<file path="src/rtl/seven_segment_decoder.sv">
// Monitors a 4-digit active-low multiplexed seven-segment bus and recovers the per-digit character codes.
// Optional input synchronizer enabled by defining SEG_DECODER_SYNC_EN.
module seven_segment_decoder #(
  parameter int STABLE_CYCLES = 4
) (
  input  logic       CLOCK,
  input  logic       RESET,
  input  logic       AN0,
  input  logic       AN1,
  input  logic       AN2,
  input  logic       AN3,
  input  logic       segA,
  input  logic       segB,
  input  logic       segC,
  input  logic       segD,
  input  logic       segE,
  input  logic       segF,
  input  logic       segG,
  input  logic       segDP,
  output logic [4:0] char0,
  output logic [4:0] char1,
  output logic [4:0] char2,
  output logic [4:0] char3,
  output logic [3:0] valid,
  output logic       change,
  output logic       frame_valid,
  output logic       err
);

  typedef enum logic [1:0] {IDLE, TRACK, HOLD} state_t;

  localparam logic [7:0] STABLE_W = 8'(STABLE_CYCLES);

  logic [11:0] bus_raw;
  logic [11:0] bus;
  logic [3:0]  an;
  logic [7:0]  pat;

  assign bus_raw = {AN3, AN2, AN1, AN0, segA, segB, segC, segD, segE, segF, segG, segDP};

`ifdef SEG_DECODER_SYNC_EN
  // Synchronizer flops idle at all-ones so reset looks like a dark, deselected bus.
  logic [11:0] sync1_q;
  logic [11:0] sync2_q;

  always_ff @(posedge CLOCK or posedge RESET) begin
    if (RESET) begin
      sync1_q <= '1;
      sync2_q <= '1;
    end else begin
      sync1_q <= bus_raw;
      sync2_q <= sync1_q;
    end
  end

  assign bus = sync2_q;
`else
  assign bus = bus_raw;
`endif

  assign an  = bus[11:8];
  assign pat = bus[7:0];

  function automatic logic [4:0] decode(input logic [7:0] p);
    case (p)
      8'b00000011: decode = 5'd0;
      8'b10011111: decode = 5'd1;
      8'b00100101: decode = 5'd2;
      8'b00001101: decode = 5'd3;
      8'b10011001: decode = 5'd4;
      8'b01001001: decode = 5'd5;
      8'b01000001: decode = 5'd6;
      8'b00011111: decode = 5'd7;
      8'b00000001: decode = 5'd8;
      8'b00001001: decode = 5'd9;
      8'b11110101: decode = 5'd10;
      8'b00010001: decode = 5'd11;
      8'b01010111: decode = 5'd12;
      8'b11010101: decode = 5'd14;
      8'b11111110: decode = 5'd16;
      8'b11111111: decode = 5'd17;
      default:     decode = 5'd31;
    endcase
  endfunction

  function automatic logic [1:0] digit_idx(input logic [3:0] a);
    case (a)
      4'b1101: digit_idx = 2'd1;
      4'b1011: digit_idx = 2'd2;
      4'b0111: digit_idx = 2'd3;
      default: digit_idx = 2'd0;
    endcase
  endfunction

  logic is_none;
  logic is_single;
  logic is_multi;

  assign is_none   = (an == 4'b1111);
  assign is_single = (an == 4'b1110) || (an == 4'b1101) || (an == 4'b1011) || (an == 4'b0111);
  assign is_multi  = !is_none && !is_single;

  state_t      state_q, state_d;
  logic [7:0]  cnt_q, cnt_d;
  logic [11:0] ref_q, ref_d;
  logic [4:0]  char_q [4];
  logic [3:0]  valid_q;
  logic [3:0]  seen_q;
  logic        change_q;
  logic        fv_q;
  logic        err_q;

  logic        cap;
  logic [7:0]  cnt_inc;
  logic [1:0]  cap_idx;
  logic [4:0]  cap_code;
  logic        cap_diff;
  logic [3:0]  seen_nx;

  assign cnt_inc = (cnt_q == 8'hFF) ? cnt_q : cnt_q + 8'd1;

  always_comb begin
    state_d = state_q;
    cnt_d   = cnt_q;
    ref_d   = ref_q;
    cap     = 1'b0;
    case (state_q)
      IDLE: begin
        if (is_single) begin
          ref_d = bus;
          if (STABLE_W == 8'd1) begin
            cap     = 1'b1;
            state_d = HOLD;
            cnt_d   = 8'd0;
          end else begin
            state_d = TRACK;
            cnt_d   = 8'd1;
          end
        end
      end
      TRACK: begin
        if (!is_single) begin
          state_d = IDLE;
          cnt_d   = 8'd0;
        end else if (bus == ref_q) begin
          if (cnt_inc >= STABLE_W) begin
            cap     = 1'b1;
            state_d = HOLD;
            cnt_d   = 8'd0;
          end else begin
            cnt_d = cnt_inc;
          end
        end else begin
          ref_d = bus;
          if (STABLE_W == 8'd1) begin
            cap     = 1'b1;
            state_d = HOLD;
            cnt_d   = 8'd0;
          end else begin
            cnt_d = 8'd1;
          end
        end
      end
      default: begin
        if (!is_single) begin
          state_d = IDLE;
          cnt_d   = 8'd0;
        end else if (bus != ref_q) begin
          ref_d = bus;
          if (STABLE_W == 8'd1) begin
            cap = 1'b1;
          end else begin
            state_d = TRACK;
            cnt_d   = 8'd1;
          end
        end
      end
    endcase
  end

  // Capture always uses the live sample; it equals the reference whenever cap is set.
  always_comb begin
    cap_idx  = digit_idx(an);
    cap_code = decode(pat);
    cap_diff = (cap_code != char_q[cap_idx]) || !valid_q[cap_idx];
    seen_nx  = seen_q | (4'b0001 << cap_idx);
  end

  always_ff @(posedge CLOCK or posedge RESET) begin
    if (RESET) begin
      state_q  <= IDLE;
      cnt_q    <= 8'd0;
      ref_q    <= '1;
      char_q   <= '{default: 5'd17};
      valid_q  <= 4'b0000;
      seen_q   <= 4'b0000;
      change_q <= 1'b0;
      fv_q     <= 1'b0;
      err_q    <= 1'b0;
    end else begin
      state_q  <= state_d;
      cnt_q    <= cnt_d;
      ref_q    <= ref_d;
      change_q <= 1'b0;
      fv_q     <= 1'b0;
      if (is_multi) begin
        err_q <= 1'b1;
      end
      if (cap) begin
        char_q[cap_idx]  <= cap_code;
        valid_q[cap_idx] <= 1'b1;
        change_q         <= cap_diff;
        if (seen_nx == 4'b1111) begin
          fv_q   <= 1'b1;
          seen_q <= 4'b0000;
        end else begin
          seen_q <= seen_nx;
        end
      end
    end
  end

  assign char0       = char_q[0];
  assign char1       = char_q[1];
  assign char2       = char_q[2];
  assign char3       = char_q[3];
  assign valid       = valid_q;
  assign change      = change_q;
  assign frame_valid = fv_q;
  assign err         = err_q;

endmodule

</file>
<file path="config.mk">
export PLATFORM = sky130hd
export DESIGN_NAME = seven_segment_decoder
export DESIGN_NICKNAME = d
export VERILOG_FILES = /design/src/rtl/seven_segment_decoder.sv
export SDC_FILE = /design/constraint.sdc
export NUM_CORES = 1
export LEC_CHECK = 0
export ABC_AREA = 1
export BUFFER_PORTS_ARGS = -buffer_cell sky130_fd_sc_hd__buf_2
export CAP_MARGIN = 20
export CORE_ASPECT_RATIO = 0.75
export CORE_MARGIN = 1.5
export CORE_UTILIZATION = 50
export CTS_CLUSTER_DIAMETER = 80
export CTS_CLUSTER_SIZE = 24
export DETAILED_ROUTE_END_ITERATION = 8
export PLACE_DENSITY = 0.7
export SLEW_MARGIN = 15
export SYNTH_ARGS = -nofsm -noshare
export SYNTH_HDL_FRONTEND = slang
export SYNTH_SLANG_ARGS = --single-unit
export TNS_END_PERCENT = 50
</file>
<file path="constraint.sdc">
create_clock -name CLOCK -period 2.7 [get_ports CLOCK]
set_input_delay 0.135 -clock CLOCK [delete_from_list [all_inputs] [get_ports CLOCK]]
set_output_delay 0.135 -clock CLOCK [all_outputs]
set_load 0.1 [all_outputs]
</file>
==> results.toml <==
[cells_and_area]
fin_util = 0.577
layout.nets = 504
areaGrowthSynthToFinish_pct = 12.2
num-fill-cells = 591
antenna_cells = 0
layout-drive-gt1-share = 0.212

[floorplanning]
die_w_um = 95.6
io_pins = 41
fp.coreArea_mm2 = 0.00626
start_util = 0.514
die_h_um = 72.5
fp-row-count = 25
die_area_mm2 = 0.00693

[drt]
antenna_left = 0
drc = 0
drt_wl_total_mm = 7.67
drt_iter0_drc = 222
vias = 2965
drt-wirelength-per-cell_um = 13.4
viasPerCell = 5.19
dr.pass1.iters = 5

[cts]
cts_tree = "built"
clock_latency_ns = 0.32
path_clk_slew_ns = 0.11
htreeDepth = 2
cts_buffer_depth = 2
root_buffer = "clkbuf_8"
numClockSinks = 53
cts_buffers = 5
postCtsSetupBuffers = 0

[critical_path]
end_kind = "flop"
path_buf_inv = 1
path_cells = "or2_2 > nand4_1 > nor3_1 > nand4_2 > inv_2 > nand2_4 > nor2_4 > o21ai_0"
startpoint_type = "flop"
crit_family = "simple AND/OR/NAND/NOR gates"
critPathArrivalTime_ns = 2.27
crit_slowest_cell = "dfstp_2"
critical_path_class = "flop to flop"
cp_max_fo = 17
critical_path_required_ns = 2.90
cpPeakStageDelay_ns = 0.55

[sta]
rsz0062_at_grt = "false"
drv_slew = 0
hold_viol = 0
max_freq_mhz = 483
fin_setup_tns_ns = 0
finClkSkew_ns = 0.0180
relSlewSlack = 0.676
setup_violations = 0
worst_pin_slew_ns = 0.489
min_period_ns = 2.07
period_share = 0.766

[grt]
grt_start_max_net_pins = 36
grt_remaining_overflow = 0
track_usage = 0.243
grt_pass1_wl_mm = 13.0
first_global_vias = 2737
antenna_found_initial = 0

[synth]
seq_area_frac_synth = 0.420
synthArstFlopShare = 1.00
syn_area_per_cell_um2 = 7.26
synthFlopType = "dfrtp_1"
syn_inst = 443
synth_cell_types = 36
synth_edf_count = 0
yosysWarnings = 0
synth_fp_nets = 458
syn_area_mm2 = 0.00322
ys_seq_elements = 53

[pwr]
p_per_area_mw_per_mm2 = 483
vdd_drop_max_v = 0.000231
p_leak_nw = 1.89

[placement]
place_hpwl_mm = 5.91
gp_congestion = 0.899
place.port_buffers = 40

[flow_run]
max_cap_viol_count = 0

[worst_hold_path]
worstHoldPathType = "input pin to flop"

[outcome]
status = "completed"
## flip-flops by register name (all words and copies together), names as in the netlist
| name | flops |
|---|---|
| ref_q | 12 |
| cnt_q | 8 |
| char0 | 5 |
| char1 | 5 |
| char2 | 5 |
| char3 | 5 |
| seen_q | 4 |
| valid | 4 |
| state_q | 2 |
| change | 1 |
| err | 1 |
| frame_valid | 1 |
## placed cells by master (no fill, tap or decap), drive strengths merged
master,count
nand2,145
inv,57
nor2,55
o21ai,49
buf,42
nand3,34
dfrtp,33
dfstp,20
xor2,9
or2,8
a21oi,6
nand4,6
nor3,6
clkbuf,5
o211ai,3
xnor2,2
o21bai,2
nor4,1
and2,1
o22ai,1
a21boi,1
ha,1
clkinv,1
clkinvlp,1
dlygate4sd3,1
## where the power goes
group / total, mW / switching, mW / leakage (nW) / internal [mW]
combinational: 0.355 / 0.236 / 1.25 / 0.119
sequential: 0.908 / 0.0385 / 0.603 / 0.869
clock: 0.478 / 0.290 / 0.0447 / 0.188
total: 1.74 / 0.565 / 1.89 / 1.18
## repair_timing
item / 4_1_cts / 5_1_grt
gates resized for setup: 0 / 0
hold buffers: 1 / 0
endpoints found under the hold margin: 9 / 0
setup endpoints to repair: 0 / 0
## kinds of logic (layout without fill, tap and decap cells)
kind of cell / after synthesis / after routing / synth area share
simple gates: 256 / 256 / 0.369
compound gates: 62 / 62 / 0.103
buf+inv: 60 / 107 / 0.0743
xor+xnor: 11 / 11 / 0.0300
flops: 53 / 53 / 0.420
fa+ha+maj: 1 / 1 / 0.00389
## synthesized netlist by cell type (all sizes together) (2+ instances only)
| cell | n | area share |
|---|---|---|
| o21ai | 49 | 0.077 |
| nand3 | 34 | 0.062 |
| nor3 | 6 | 0.014 |
| or2 | 8 | 0.016 |
| a21oi | 6 | 0.0093 |
| xnor2 | 2 | 0.0054 |
| inv | 56 | 0.065 |
| xor2 | 9 | 0.025 |
| buf | 4 | 0.0089 |
| nand2 | 145 | 0.18 |
| nor2 | 55 | 0.077 |
| o211ai | 3 | 0.0070 |
| dfstp | 20 | 0.16 |
| dfrtp | 33 | 0.26 |
| nand4 | 6 | 0.016 |
| o21bai | 2 | 0.0047 |
## worst reg2reg max path, stage by stage (launching register included)
cell	delay, ns
dfstp_2	0.55
or2_2	0.10
nand4_1	0.09
nor3_1	0.36
nand4_2	0.20
inv_2	0.12
nand2_4	0.17
nor2_4	0.24
o21ai_0	0.14
## area by class of cell
class	instances	area [um2]	area share
Clock buffer	5	68.8	0.0191
Timing Repair Buffer	43	225	0.0624
Inverter	56	210	0.0583
Tap cell	81	101	0.0281
Clock inverter	3	25.0	0.00693
Multi-Input combinational cell	330	1630	0.451
Sequential cell	53	1350	0.374
## layer usage
layer | track usage | wire (um)
met5 | 0 | 0
met4 | 0.0458 | 40
met2 | 0.370 | 3300
met3 | 0.0367 | 453
met1 | 0.367 | 3880
## stage by stage
stage	cell area [um2]	cells	hold slack, ns	total power, mW	worst slack (ns)
2_1_floorplan	3220	443	0.253	1.19	0.914
3_3_place_gp	3500	562	0.136	1.26	0.722
3_5_place_dp	3500	562	0.144	1.27	0.638
4_1_cts	3610	571	0.0861	1.75	0.633
5_1_grt	3610	571	0.0953	1.84	0.494
6_report	3610	571	0.0901	1.74	0.632
## worst paths after layout
path,startpoint,to,depth (start not counted),slack (ns)
max in group asynchronous,RESET,ref_q[7]$_DFFE_PP1P_,4,1.53
setup / recovery,ref_q[6]$_DFFE_PP1P_,char2[1]$_DFFE_PP0P_,8,0.63
hold / removal,segDP,ref_q[0]$_DFFE_PP1P_,3,0.09
setup reg to reg,ref_q[6]$_DFFE_PP1P_,char2[1]$_DFFE_PP0P_,8,0.63
min in group asynchronous,RESET,err$_DFFE_PP0P_,3,0.33
hold reg to reg,ref_q[0]$_DFFE_PP1P_,ref_q[0]$_DFFE_PP1P_,2,0.48
Power figures use the tool's default switching activity.
